## src/rtl/sync_fifo_flags_pkg.sv

```systemverilog
`default_nettype none
// ============================================================================
// Module   : sync_fifo_flags_pkg
// Purpose  : Shared definitions for the single-clock FIFO: default data and
//            address widths, the DEPTH = 1 << ASIZE helper and the threshold
//            legality checks applied at elaboration time.
// Ports    : none (package)
// Revision : 1.0  initial release
// ============================================================================
package sync_fifo_flags_pkg;

    localparam int c_DEF_DSIZE = 8;
    localparam int c_DEF_ASIZE = 4;

    // Number of storage entries for a given address width.
    function automatic int fifo_depth(input int asize);
        return 1 << asize;
    endfunction

    // Almost-full threshold must lie in 1..DEPTH so the flag can both
    // assert and deassert.
    function automatic bit afull_th_ok(input int th, input int asize);
        return (th >= 1) && (th <= fifo_depth(asize));
    endfunction

    // Almost-empty threshold must lie in 0..DEPTH-1 for the same reason.
    function automatic bit aempty_th_ok(input int th, input int asize);
        return (th >= 0) && (th < fifo_depth(asize));
    endfunction

endpackage : sync_fifo_flags_pkg
`default_nettype wire

```

## src/rtl/sync_fifo_flags_if.sv

```systemverilog
`default_nettype none
// ============================================================================
// Module   : sync_fifo_flags_if
// Purpose  : Write/read handshake and status bundle of the single-clock FIFO.
// Ports    : master - producer/consumer side (drives wdata, winc, rinc)
//            slave  - FIFO side (drives rdata, flags, error pulses, count)
// Revision : 1.0  initial release
// ============================================================================
interface sync_fifo_flags_if
    import sync_fifo_flags_pkg::*;
#(
    parameter int DSIZE = c_DEF_DSIZE,
    parameter int ASIZE = c_DEF_ASIZE
);

    logic [DSIZE-1:0] wdata;
    logic             winc;
    logic             wfull;
    logic             walmost_full;
    logic             overflow;
    logic             rinc;
    logic [DSIZE-1:0] rdata;
    logic             rempty;
    logic             ralmost_empty;
    logic             underflow;
    logic [ASIZE:0]   count;

    modport master (
        output wdata, winc, rinc,
        input  wfull, walmost_full, overflow,
        input  rdata, rempty, ralmost_empty, underflow, count
    );

    modport slave (
        input  wdata, winc, rinc,
        output wfull, walmost_full, overflow,
        output rdata, rempty, ralmost_empty, underflow, count
    );

endinterface : sync_fifo_flags_if
`default_nettype wire

```

## src/rtl/sync_fifo_flags_mem.sv

```systemverilog
`default_nettype none
// ============================================================================
// Module   : sync_fifo_flags_mem
// Purpose  : DEPTH x DSIZE register array for the single-clock FIFO.
//            Synchronous write port, plus two read ports on the same address:
//            a registered one (cleared by reset) and a combinational one.
//            The parent picks which read port it uses.
// Ports    : clk        - clock, rising edge
//            rst_n      - synchronous active-low reset (read register only)
//            wclken     - write enable
//            waddr      - write address
//            wdata      - write data
//            rclken     - registered-read enable
//            raddr      - read address (shared by both read ports)
//            rdata_reg  - registered read data, holds when rclken is low
//            rdata_comb - combinational read data
// Revision : 1.0  initial release
// ============================================================================
module sync_fifo_flags_mem
    import sync_fifo_flags_pkg::*;
#(
    parameter int DSIZE = c_DEF_DSIZE,
    parameter int ASIZE = c_DEF_ASIZE
) (
    input  wire logic             clk,
    input  wire logic             rst_n,
    input  wire logic             wclken,
    input  wire logic [ASIZE-1:0] waddr,
    input  wire logic [DSIZE-1:0] wdata,
    input  wire logic             rclken,
    input  wire logic [ASIZE-1:0] raddr,
    output logic      [DSIZE-1:0] rdata_reg,
    output logic      [DSIZE-1:0] rdata_comb
);

    localparam int c_DEPTH = fifo_depth(ASIZE);

    // Storage is deliberately not reset.
    logic [DSIZE-1:0] r_mem [c_DEPTH];
    logic [DSIZE-1:0] r_rdata;

    always_ff @(posedge clk) begin
        if (wclken) begin
            r_mem[waddr] <= wdata;
        end
    end

    always_ff @(posedge clk) begin
        if (!rst_n) begin
            r_rdata <= '0;
        end else if (rclken) begin
            r_rdata <= r_mem[raddr];
        end
    end

    assign rdata_reg  = r_rdata;
    assign rdata_comb = r_mem[raddr];

endmodule : sync_fifo_flags_mem
`default_nettype wire

```

## src/rtl/sync_fifo_flags.sv

```systemverilog
`default_nettype none
// ============================================================================
// Module   : sync_fifo_flags
// Purpose  : Single-clock FIFO with occupancy count, programmable
//            almost-full / almost-empty flags, optional first-word-fall-
//            through read, and one-cycle overflow / underflow pulses.
// Ports    : clk   - clock, rising edge
//            rst_n - synchronous active-low reset
//            bus   - slave side of sync_fifo_flags_if:
//                    wdata/winc in, wfull/walmost_full/overflow out,
//                    rinc in, rdata/rempty/ralmost_empty/underflow out,
//                    count out (0..DEPTH)
// Revision : 1.0  initial release
// ============================================================================
module sync_fifo_flags
    import sync_fifo_flags_pkg::*;
#(
    parameter int DSIZE     = c_DEF_DSIZE,
    parameter int ASIZE     = c_DEF_ASIZE,
    parameter int AFULL_TH  = 12,
    parameter int AEMPTY_TH = 2,
    parameter int FWFT      = 0
) (
    input  wire logic        clk,
    input  wire logic        rst_n,
    sync_fifo_flags_if.slave bus
);

    localparam int             c_DEPTH     = fifo_depth(ASIZE);
    localparam logic [ASIZE:0] c_DEPTH_CNT = (ASIZE+1)'(c_DEPTH);
    localparam logic [ASIZE:0] c_AFULL_TH  = (ASIZE+1)'(AFULL_TH);
    localparam logic [ASIZE:0] c_AEMPTY_TH = (ASIZE+1)'(AEMPTY_TH);

    // ------------------------------------------------------------------
    // Elaboration-time parameter legality
    // ------------------------------------------------------------------
    generate
        if (!afull_th_ok(AFULL_TH, ASIZE)) begin : g_bad_afull_th
            $error("sync_fifo_flags: AFULL_TH must be in 1..DEPTH");
        end
        if (!aempty_th_ok(AEMPTY_TH, ASIZE)) begin : g_bad_aempty_th
            $error("sync_fifo_flags: AEMPTY_TH must be in 0..DEPTH-1");
        end
    endgenerate

    // ------------------------------------------------------------------
    // State
    // ------------------------------------------------------------------
    logic [ASIZE:0]   r_wptr;
    logic [ASIZE:0]   r_rptr;
    logic [ASIZE:0]   r_count;
    logic             r_wfull;
    logic             r_walmost_full;
    logic             r_overflow;
    logic             r_rempty;
    logic             r_ralmost_empty;
    logic             r_underflow;

    logic             w_we;
    logic             w_re;
    logic [ASIZE:0]   w_wptr_next;
    logic [ASIZE:0]   w_rptr_next;
    logic [ASIZE:0]   w_count_next;
    logic [DSIZE-1:0] w_rdata_reg;
    logic [DSIZE-1:0] w_rdata_comb;
    logic [DSIZE-1:0] w_rdata;

    // Acceptance looks only at registered flags: at full a write is refused
    // even if a read is taken in the same cycle, and at empty the reverse.
    assign w_we = bus.winc && !r_wfull;
    assign w_re = bus.rinc && !r_rempty;

    assign w_wptr_next = r_wptr + {{ASIZE{1'b0}}, w_we};
    assign w_rptr_next = r_rptr + {{ASIZE{1'b0}}, w_re};

    // Pointers carry one extra wrap bit, so their modular difference is the
    // exact occupancy 0..DEPTH (equivalent to count + we - re).
    assign w_count_next = w_wptr_next - w_rptr_next;

    always_ff @(posedge clk) begin
        if (!rst_n) begin
            r_wptr          <= '0;
            r_rptr          <= '0;
            r_count         <= '0;
            r_wfull         <= 1'b0;
            r_walmost_full  <= 1'b0;
            r_overflow      <= 1'b0;
            r_rempty        <= 1'b1;
            r_ralmost_empty <= 1'b1;
            r_underflow     <= 1'b0;
        end else begin
            r_wptr          <= w_wptr_next;
            r_rptr          <= w_rptr_next;
            r_count         <= w_count_next;
            r_wfull         <= (w_count_next == c_DEPTH_CNT);
            r_walmost_full  <= (w_count_next >= c_AFULL_TH);
            r_rempty        <= (w_count_next == '0);
            r_ralmost_empty <= (w_count_next <= c_AEMPTY_TH);
            r_overflow      <= bus.winc && r_wfull;
            r_underflow     <= bus.rinc && r_rempty;
        end
    end

    // ------------------------------------------------------------------
    // Storage
    // ------------------------------------------------------------------
    // Gating the write with rst_n keeps a winc in the reset cycle from
    // touching the array.
    sync_fifo_flags_mem #(
        .DSIZE (DSIZE),
        .ASIZE (ASIZE)
    ) u_mem (
        .clk        (clk),
        .rst_n      (rst_n),
        .wclken     (w_we && rst_n),
        .waddr      (r_wptr[ASIZE-1:0]),
        .wdata      (bus.wdata),
        .rclken     (w_re),
        .raddr      (r_rptr[ASIZE-1:0]),
        .rdata_reg  (w_rdata_reg),
        .rdata_comb (w_rdata_comb)
    );

    // In FWFT mode the head word is shown directly; while empty the output
    // is forced to zero so it never exposes stale or uninitialised storage.
    always_comb begin
        w_rdata = w_rdata_reg;
        if (FWFT != 0) begin
            w_rdata = r_rempty ? '0 : w_rdata_comb;
        end
    end

    assign bus.wfull         = r_wfull;
    assign bus.walmost_full  = r_walmost_full;
    assign bus.overflow      = r_overflow;
    assign bus.rdata         = w_rdata;
    assign bus.rempty        = r_rempty;
    assign bus.ralmost_empty = r_ralmost_empty;
    assign bus.underflow     = r_underflow;
    assign bus.count         = r_count;

endmodule : sync_fifo_flags
`default_nettype wire
```

## src/flat_wrapper.sv

```systemverilog
// flat-port wrapper written by rule: the top's interface ports become plain ports
module sync_fifo_flags_flat import sync_fifo_flags_pkg::*;
#(
    parameter int DSIZE     = c_DEF_DSIZE,
    parameter int ASIZE     = c_DEF_ASIZE,
    parameter int AFULL_TH  = 12,
    parameter int AEMPTY_TH = 2,
    parameter int FWFT      = 0
)
  (clk, rst_n, bus_wdata, bus_winc, bus_rinc, bus_wfull, bus_walmost_full, bus_overflow, bus_rdata, bus_rempty, bus_ralmost_empty, bus_underflow, bus_count);
  sync_fifo_flags_if #(.DSIZE(DSIZE), .ASIZE(ASIZE)) bus_i ();
  input  wire logic clk;
  input  wire logic rst_n;
  input wire logic [$bits(bus_i.wdata)-1:0] bus_wdata;
  input wire logic [$bits(bus_i.winc)-1:0] bus_winc;
  input wire logic [$bits(bus_i.rinc)-1:0] bus_rinc;
  output wire logic [$bits(bus_i.wfull)-1:0] bus_wfull;
  output wire logic [$bits(bus_i.walmost_full)-1:0] bus_walmost_full;
  output wire logic [$bits(bus_i.overflow)-1:0] bus_overflow;
  output wire logic [$bits(bus_i.rdata)-1:0] bus_rdata;
  output wire logic [$bits(bus_i.rempty)-1:0] bus_rempty;
  output wire logic [$bits(bus_i.ralmost_empty)-1:0] bus_ralmost_empty;
  output wire logic [$bits(bus_i.underflow)-1:0] bus_underflow;
  output wire logic [$bits(bus_i.count)-1:0] bus_count;
  assign bus_i.wdata = bus_wdata;
  assign bus_i.winc = bus_winc;
  assign bus_i.rinc = bus_rinc;
  assign bus_wfull = bus_i.wfull;
  assign bus_walmost_full = bus_i.walmost_full;
  assign bus_overflow = bus_i.overflow;
  assign bus_rdata = bus_i.rdata;
  assign bus_rempty = bus_i.rempty;
  assign bus_ralmost_empty = bus_i.ralmost_empty;
  assign bus_underflow = bus_i.underflow;
  assign bus_count = bus_i.count;
  sync_fifo_flags #(.DSIZE(DSIZE), .ASIZE(ASIZE), .AFULL_TH(AFULL_TH), .AEMPTY_TH(AEMPTY_TH), .FWFT(FWFT)) u_core (.clk(clk), .rst_n(rst_n), .bus(bus_i));
endmodule
```

## config.mk

```make
export PLATFORM = sky130hd
export DESIGN_NAME = sync_fifo_flags_flat
export DESIGN_NICKNAME = d
export VERILOG_FILES = /design/src/rtl/sync_fifo_flags_pkg.sv /design/src/rtl/sync_fifo_flags_if.sv /design/src/rtl/sync_fifo_flags_mem.sv /design/src/rtl/sync_fifo_flags.sv /design/src/flat_wrapper.sv
export SDC_FILE = /design/constraint.sdc
export NUM_CORES = 1
export LEC_CHECK = 0
export ABC_CLOCK_PERIOD_IN_PS = 2700
export BUFFER_PORTS_ARGS = -buffer_cell sky130_fd_sc_hd__buf_4
export CELL_PAD_IN_SITES_DETAIL_PLACEMENT = 1
export CELL_PAD_IN_SITES_GLOBAL_PLACEMENT = 2
export CORE_MARGIN = 5
export CORE_UTILIZATION = 46
export DETAILED_ROUTE_END_ITERATION = 7
export PLACE_DENSITY_LB_ADDON = 0.08
export SYNTH_ARGS = -nofsm -noshare
export SYNTH_HDL_FRONTEND = slang
export SYNTH_SLANG_ARGS = --single-unit
```

## constraint.sdc

```tcl
create_clock -name clk -period 2.7 [get_ports clk]
set_input_delay 0.54 -clock clk [delete_from_list [all_inputs] [get_ports clk]]
set_output_delay 0.54 -clock clk [all_outputs]
set_load 0.01 [all_outputs]
```

Word-level counts from Yosys, hierarchy flattened
Memories as Yosys holds them, arrays and structs flattened. A register that Yosys moved wholly into a read port is not among the register bits.
Index checks and enable logic that the tools add are counted.
{"block": "word_totals", "ramBits": 128, "mem_count": 1, "output_inout_bits": 19, "word_cells": 27, "mem_bits_ro": 0, "regBits": 21, "inputBits": 12, "latch_bits": 0}
{"memory": "u_core.u_mem.r_mem", "depth": 16, "word_bits": 8, "read_ports": 1, "rd_ports_with_merged_regs": 1, "wr": 1, "line": "sync_fifo_flags_mem.sv:39", "text": "logic [DSIZE-1:0] r_mem [c_DEPTH];"}
{"block": "classes", "add_sub_neg": 3, "n_shift": 0, "eq_ne": 1, "reduce_logical": 9, "bitwise_logic": 0, "n_mul": 0, "muxes": 2, "div": 0, "magnitude_cmp": 2}
{"operator": "5-bit by 1-bit adder with 5-bit output", "count": 2}
{"operator": "5-bit == test, second input constant", "count": 1}
{"operator": "5-bit by 4-bit greater-or-equal comparator with 1-bit output, second input constant", "count": 1}
{"operator": "5-bit by 2-bit <= comparator with 1-bit output, second input constant", "count": 1}
{"operator": "1-bit logical AND", "count": 5}
{"operator": "5-bit logical NOT", "count": 1}
{"operator": "5-bit subtractor", "count": 1}
{"operator": "1-bit logical NOT", "count": 3}
{"operator": "1-bit 2-to-1 mux", "count": 2}

Logic depth before layout (Yosys ltp)
Gate-level depths: netlist (run 1).
{"block": "depth", "ltp_word": 5, "ltp_mapped": 10}

Cells and area by module
Synthesis (run 1) repeated with hierarchy kept, for this count alone.
{"block": "unflattened", "hier_cells": 372, "hier_area_um2": 6267.3}
{"module": "sync_fifo_flags_mem", "n_inst": 1, "area_each_um2": 5371.4, "cells_each": 286, "seq_area_each_um2": 4003.8}
{"module": "sync_fifo_flags", "n_inst": 1, "area_each_um2": 895.9, "cells_each": 86, "seq_area_each_um2": 420.4}

Worst setup path before layout (run 1)
OpenSTA, ideal clock, no wires.
{"block": "synth_path", "path_kind": "input -> register", "startpoint": "in bus_rinc", "endpoint": "reg u_core.r_ralmost_empty, in the netlist u_core.bus.ralmost_empty", "path_slack_ns": 0.263, "setup_time_ns": 0.101, "stages": 10, "arrival_ns": 2.336, "n_path_buf": 1, "cell_sequence": "nor2b_1 clkbuf_1 xor2_1 ha_1 fa_1 inv_1 a21o_1 a21oi_1 xnor2_1 o41ai_1"}
{"block": "synth_between", "elab_chain_cells": 4}
{"item": "start, declared", "line": "flat_wrapper.sv:16", "text": "input wire logic [$bits(bus_i.rinc)-1:0] bus_rinc;"}
{"item": "1-bit logical AND", "line": "sync_fifo_flags.sv:71", "text": "assign w_re = bus.rinc && !r_rempty;"}
{"item": "5-bit by 1-bit adder with 5-bit output", "line": "sync_fifo_flags.sv:74", "text": "assign w_rptr_next = r_rptr + {{ASIZE{1'b0}}, w_re};"}
{"item": "net u_core.w_rptr_next[0]", "line": "sync_fifo_flags.sv:62", "text": "logic [ASIZE:0] w_rptr_next;"}
{"item": "5-bit subtractor", "line": "sync_fifo_flags.sv:78", "text": "assign w_count_next = w_wptr_next - w_rptr_next;"}
{"item": "5-bit by 2-bit <= comparator with 1-bit output", "line": "sync_fifo_flags.sv:98", "text": "r_ralmost_empty <= (w_count_next <= c_AEMPTY_TH);"}
{"item": "end signal, assigned", "line": "sync_fifo_flags.sv:98"}
{"item": "end, declared", "line": "sync_fifo_flags.sv:56", "text": "logic r_ralmost_empty;"}
The timed path passes the listed nets, and every way through them passes these cells.
A chain may end at the register's enable or synchronous reset.

Worst setup path in the final report (run 1)
{"block": "layout_path", "startpoint": "reg u_core.r_wfull, in the netlist u_core.bus.wfull", "endpoint": "reg u_core.r_ralmost_empty, in the netlist u_core.bus.ralmost_empty"}
{"block": "layout_between", "elab_chain_cells": 5}
{"item": "start, declared", "line": "sync_fifo_flags.sv:52", "text": "logic r_wfull;"}
{"item": "start signal, assigned", "line": "sync_fifo_flags.sv:95", "text": "r_wfull <= (w_count_next == c_DEPTH_CNT);"}
{"item": "1-bit logical NOT", "line": "sync_fifo_flags.sv:70", "text": "assign w_we = bus.winc && !r_wfull;"}
{"item": "1-bit logical AND", "line": "sync_fifo_flags.sv:70"}
{"item": "5-bit by 1-bit adder with 5-bit output", "line": "sync_fifo_flags.sv:73", "text": "assign w_wptr_next = r_wptr + {{ASIZE{1'b0}}, w_we};"}
{"item": "net u_core.w_wptr_next[2]", "line": "sync_fifo_flags.sv:61", "text": "logic [ASIZE:0] w_wptr_next;"}
{"item": "5-bit subtractor", "line": "sync_fifo_flags.sv:78"}
{"item": "5-bit by 2-bit <= comparator with 1-bit output", "line": "sync_fifo_flags.sv:98"}
The timed path passes the listed nets, and every way through them passes these cells.

==> metrics.cfg, run 1 <==
[run_status]
status = complete, no violations

[layout]
antenna_cells = 0
layout_commonest_cell = edfxtp_1
final_cell_mix = 128 x edfxtp_1, 53 x buf_4, 32 x mux4_2
fillCellCount = 1185
final_layout_size_suffix_gt1_share_pct = 29.0
nets = 412
largest_reg_flops = 128
area_growth_pct = 18.4

[routing]
ant_nets = 0
drc = 0
wl_per_cell_um = 22.8
num_vias = 3132
drt_iter0_markers = 182
dr.pass1.iters = 4
via_per_inst = 5.40
wl_mm = 13.2

[critical_path]
crit_type = reg2reg
critPathRequiredTime_ns = 3.01
reg2reg_from = u_core.bus.wfull
critical_path_arrival_ns = 2.71
startpoint_type = flip-flop
crit_path_start = u_core.bus.wfull
end_kind = flip-flop
r2r_slack_ns = 0.30
crit_path_max_fanout = 5

[cts]
cts_tree = done
numCtsBuffers = 17
clk_latency_ns = 0.42
ctsHoldBuffers = 0
cts.repair.resized = 0
cts.clk_slew.worst_paths_ns = 0.06
root_buffer = clkbuf_16
clockBufferDepth = 2
cts.sinks = 157
post_cts_buffers = 0
htree_levels = 4

[floorplanning]
start_util_pct = 46.4
pin_count = 31
die_w_um = 125
coreArea_mm2 = 0.0131
die_area_mm2 = 0.0156
dieHeight_um = 125
row_count = 42

[global_route]
grt_max_degree = 33
grt_first_pass_wirelength_mm = 20.6
antenna_found_initial = 0
grt_usage_pct = 18.0
first_global_vias = 3318
grt.overflow.total = 0

[yosys]
synth_ff_type = edfxtp_1
synth_top_area_share_pct = 63.3
synth.largest_area_cell = edfxtp_1
synth_area_mm2 = 0.00607
syn-num-nets = 356
ys_top_cells_by_area = edfxtp_1 63%, mux4_2 12%, dfxtp_1 9.6%, a22oi_1 2.0%, ha_1 1.4%
syn_area_per_cell_um2 = 18.1
synth_cell_types = 32
yosysWarnings = 0
syn_inst = 336
ys_ff_latch = 157
yosysSeqAreaShare_pct = 72.8
synth-edff-count = 128
async_flop_share_pct = 0

[place]
place_congestion = 0.719
numPortBuffers = 30
post-place-ws_ns = -0.0587
dpl.hpwl_mm = 8.64

[hold_path]
hold_start = bus_winc
hp-class = in2reg

[power]
leakagePower_nw = 2.44
ir_drop_mv = 0.455
power_density_mw_per_mm2 = 821

[timing]
drv_slew = 0
fin_setup_tns_ns = 0
fmax_ghz = 0.417
grt_setup_unrepaired = false
period_minus_slack_ns = 2.40
hold_viol_final = 0
period_share_pct = 88.7
tightest_slew_ns = 0.722
slew_headroom_pct = 51.8
worst_slack_ns = 0.304
setup_viol = 0
fin_worst_skew_ns = 0.00782

[run]
maxCapViolations = 0

==> critical path, stage by stage (launching register included) <==
cell and delay, ns:
dfxtp_1 0.32, nor2b_1 0.17, ha_1 0.24, ha_1 0.22, xor2_1 0.19, ha_1 0.30
a21o_1 0.18, a21oi_1 0.17, xnor2_1 0.15, o41ai_1 0.34
==> logic make-up after synthesis <==
kind of cell             count (synthesis)  synth area share (%)
adder cells (fa/ha/maj)                  8                  1.77
buffers and inverters                   22                  1.85
flip-flops                             157                  72.8
AND/OR/NAND/NOR                         67                  5.62
AO/OA/AOI/OAI                           39                  4.47
multiplexers                            32                  11.9
XOR/XNOR                                11                  1.59
==> Yosys cell counts (3+ instances only) <==
cell	instances
a21o_1	10
nand2_1	14
nor2b_1	9
mux4_2	32
nor3_1	4
buf_4	3
nand3_1	3
xnor2_1	6
and2_1	11
buf_2	3
inv_1	5
xor2_1	5
nor2_1	17
ha_1	7
o21ai_1	8
edfxtp_1	128
clkbuf_1	6
buf_1	3
dfxtp_1	29
a22oi_1	16
==> report_power, final <==
group | switching (mW) | total (mW) | internal (mW)
combinational | 0.436 | 0.843 | 0.407
clock | 0.946 | 2.30 | 1.35
sequential | 0.0460 | 2.76 | 2.71
==> final timing paths <==
check	to	cells past startpoint
max	u_core.bus.ralmost_empty	9
min	u_core.bus.overflow	2
max reg2reg	u_core.bus.ralmost_empty	9
min reg2reg	u_core.u_mem.rdata_reg[1]	2
==> routing by layer <==
metal	GRT usage, %	vias to the layer above	part of all wire (%)
met5	0	-	0
met4	6.51	0	1.5
met3	3.64	16	4.1
met2	28.2	53	49
met1	25.2	1637	45
li1	-	1426	-
==> through the flow <==
| step | cells | power (mW) | hold WS, ns | util, % | instance area, µm² |
|---|---|---|---|---|---|
| floorplan | 336 | 3.35 | 0.473 | - | 6070 |
| global placement | 549 | 3.66 | 0.439 | 50.6 | 6620 |
| global route | 580 | 6.18 | 0.360 | 55.0 | 7190 |
| CTS | 580 | 5.97 | 0.345 | 55.0 | 7190 |
| finish | 580 | 5.90 | 0.359 | 55.0 | 7190 |
| detailed placement | 549 | 3.67 | 0.447 | 50.6 | 6620 |
==> final cells by class <==
cell class	count	area, µm²	area share [%]
tap	176	220	3.06
timing repair buffer	54	418	5.81
clock buffer	17	425	5.92
inverter	5	18.8	0.261
sequential	157	4430	61.5
multi-input combinational	157	1540	21.4
clock inverter	14	146	2.04
No activity file was read; power rests on OpenSTA's default activity.
==> run 2: changes to the inputs <==
- SYNTH_HIERARCHICAL: not set -> 1
==> run 2 against run 1 <==
  * Routed wire length up 0.70%
  * Critical endpoint is now u_core/bus.ralmost_empty
  * Setup slack worse by 0.13 ns
  * Combinational power up 8.3%
  * Die area up 2.2%
  * Global-route usage about the same
  * Sequential cell count unchanged
  * Critical path type unchanged
  * Sequential power about the same
  * Maximum frequency down 5.0%
  * Critical path depth up 1
  * Clock skew down 0.00080 ns
  * Highest routed layer unchanged
==> metrics.cfg, run 2 <==
[run_status]
status = complete, no violations

[layout]
layout_commonest_cell = edfxtp_1
largest_reg_flops = 128
area_growth_pct = 18.6
antenna_cells = 0
final_layout_size_suffix_gt1_share_pct = 27.4
final_cell_mix = 128 x edfxtp_1, 62 x buf_4, 28 x dfxtp_1
finish.utilization_pct = 55.7
nets = 450

[global_route]
antenna_found_initial = 0
grt.overflow.total = 0
grt_usage_pct = 18.0
grt_max_degree = 29
first_global_vias = 3568
grt_first_pass_wirelength_mm = 21.2

[timing]
fin_worst_skew_ns = 0.00702
period_share_pct = 93.4
grt_setup_unrepaired = false
slew_headroom_pct = 64.6
drv_slew = 0
period_minus_slack_ns = 2.52
hold_viol_final = 0
fmax_ghz = 0.397
tightest_slew_ns = 0.530
setup_viol = 0

[critical_path]
slowest_stage = dfxtp_1
crit_path_frequent_cell = ha_1
critPathBufInv = 0
critical_path.top_delay_family = adder cells
max_stage_delay_ns = 0.34
startpoint_type = flip-flop
critPathRequiredTime_ns = 3.02
crit_path_max_fanout = 3
crit_type = reg2reg
path_cells = nor2b_1, ha_1, ha_1, xor2_2, ha_1, nor2b_1, o21ai_0, or2b_4, xor2_2, o41ai_2
critical_path_arrival_ns = 2.84
end_kind = flip-flop

[floorplanning]
pin_count = 31
die_area_mm2 = 0.0160
coreArea_mm2 = 0.0132
row_count = 42
start_util_pct = 47.0
dieHeight_um = 126
die_w_um = 126

[power]
swShare_pct = 24.8
pwr-share-clk_pct = 37.7
ir_drop_mv = 0.462
p_seq_share_pct = 46.8
p_int_mw = 4.44
p_switching_mw = 1.47
leakagePower_nw = 2.54
total_power_mw = 5.91
power_density_mw_per_mm2 = 801
combPwrFrac_pct = 15.5

[routing]
via_per_inst = 5.37
drc = 0
num_vias = 3321
wl_mm = 13.3
drt_iter0_markers = 173
wl_per_cell_um = 21.6
ant_nets = 0
dr.pass1.iters = 7

[cts]
htree_levels = 4
cts.clk_slew.worst_paths_ns = 0.06
cts.sinks = 157
cts_tree = done
ctsHoldBuffers = 0
cts.repair.resized = 0
root_buffer = clkbuf_16
numCtsBuffers = 17
clk_latency_ns = 0.42
clockBufferDepth = 2
post_cts_buffers = 0

[yosys]
synth_area_mm2 = 0.00622
syn_area_per_cell_um2 = 17.1
syn_inst = 364
syn-num-nets = 385
yosysWarnings = 6

[hold_path]
hp-class = in2reg

[place]
dpl.hpwl_mm = 9.10
numPortBuffers = 30
place_congestion = 0.778

[run]
maxCapViolations = 0

## run 2: power groups by stage
stage | registers [mW] | logic (mW) | clock network, mW
2_1_floorplan | 2.85 | 0.558 | 0
3_3_place_gp | 2.81 | 0.899 | 0
3_5_place_dp | 2.82 | 0.914 | 0
4_1_cts | 2.77 | 0.919 | 2.28
5_1_grt | 2.77 | 1.00 | 2.42
6_report | 2.77 | 0.913 | 2.23
## run 2: path summary, 6_finish.rpt
kind / to / depth (start not counted) / slack, ns / from
max reg2reg: u_core/bus.ralmost_empty / 10 / 0.18 / u_core/bus.wfull
min: u_core/bus.underflow / 2 / 0.37 / bus_rinc
max: u_core/bus.ralmost_empty / 10 / 0.18 / u_core/bus.wfull
min reg2reg: u_core/bus.underflow / 1 / 0.52 / u_core/bus.rempty
## run 2: cell type report
cell class | instances | area [µm²]
tap | 176 | 220
timing repair buffer | 62 | 465
inverter | 7 | 26.3
clock buffer | 18 | 429
fill | 1266 | 5870
sequential | 157 | 4430
multi-input combinational | 184 | 1680
clock inverter | 14 | 135
## run 2: metrics by stage
| step | instance area [µm²] | setup TNS [ns] | hold WS, ns | worst slack, ns | instances |
|---|---|---|---|---|---|
| after floorplan | 6220 | 0 | 0.487 | 0.109 | 364 |
| after global placement | 6790 | -0.192 | 0.509 | -0.0765 | 586 |
| after detailed placement | 6790 | -0.579 | 0.510 | -0.187 | 586 |
| after CTS | 7350 | 0 | 0.355 | 0.0926 | 618 |
| after global routing | 7380 | 0 | 0.369 | 0.0178 | 618 |
| final | 7380 | 0 | 0.371 | 0.179 | 618 |
## run 2: layer usage
layer	up-vias	track usage, %	share of wire (%)
li1	1548	-	-
met3	12	3.83	2.6
met2	38	29.1	49
met4	0	5.87	1.2
met5	-	0	0
met1	1723	24.5	47
## run 2: worst reg2reg max path, stage by stage (launching register included)
cell and delay (ns):
dfxtp_1 0.34, nor2b_1 0.17, ha_1 0.19, ha_1 0.22, xor2_2 0.18, ha_1 0.28, nor2b_1 0.14, o21ai_0 0.16
or2b_4 0.30, xor2_2 0.20, o41ai_2 0.24
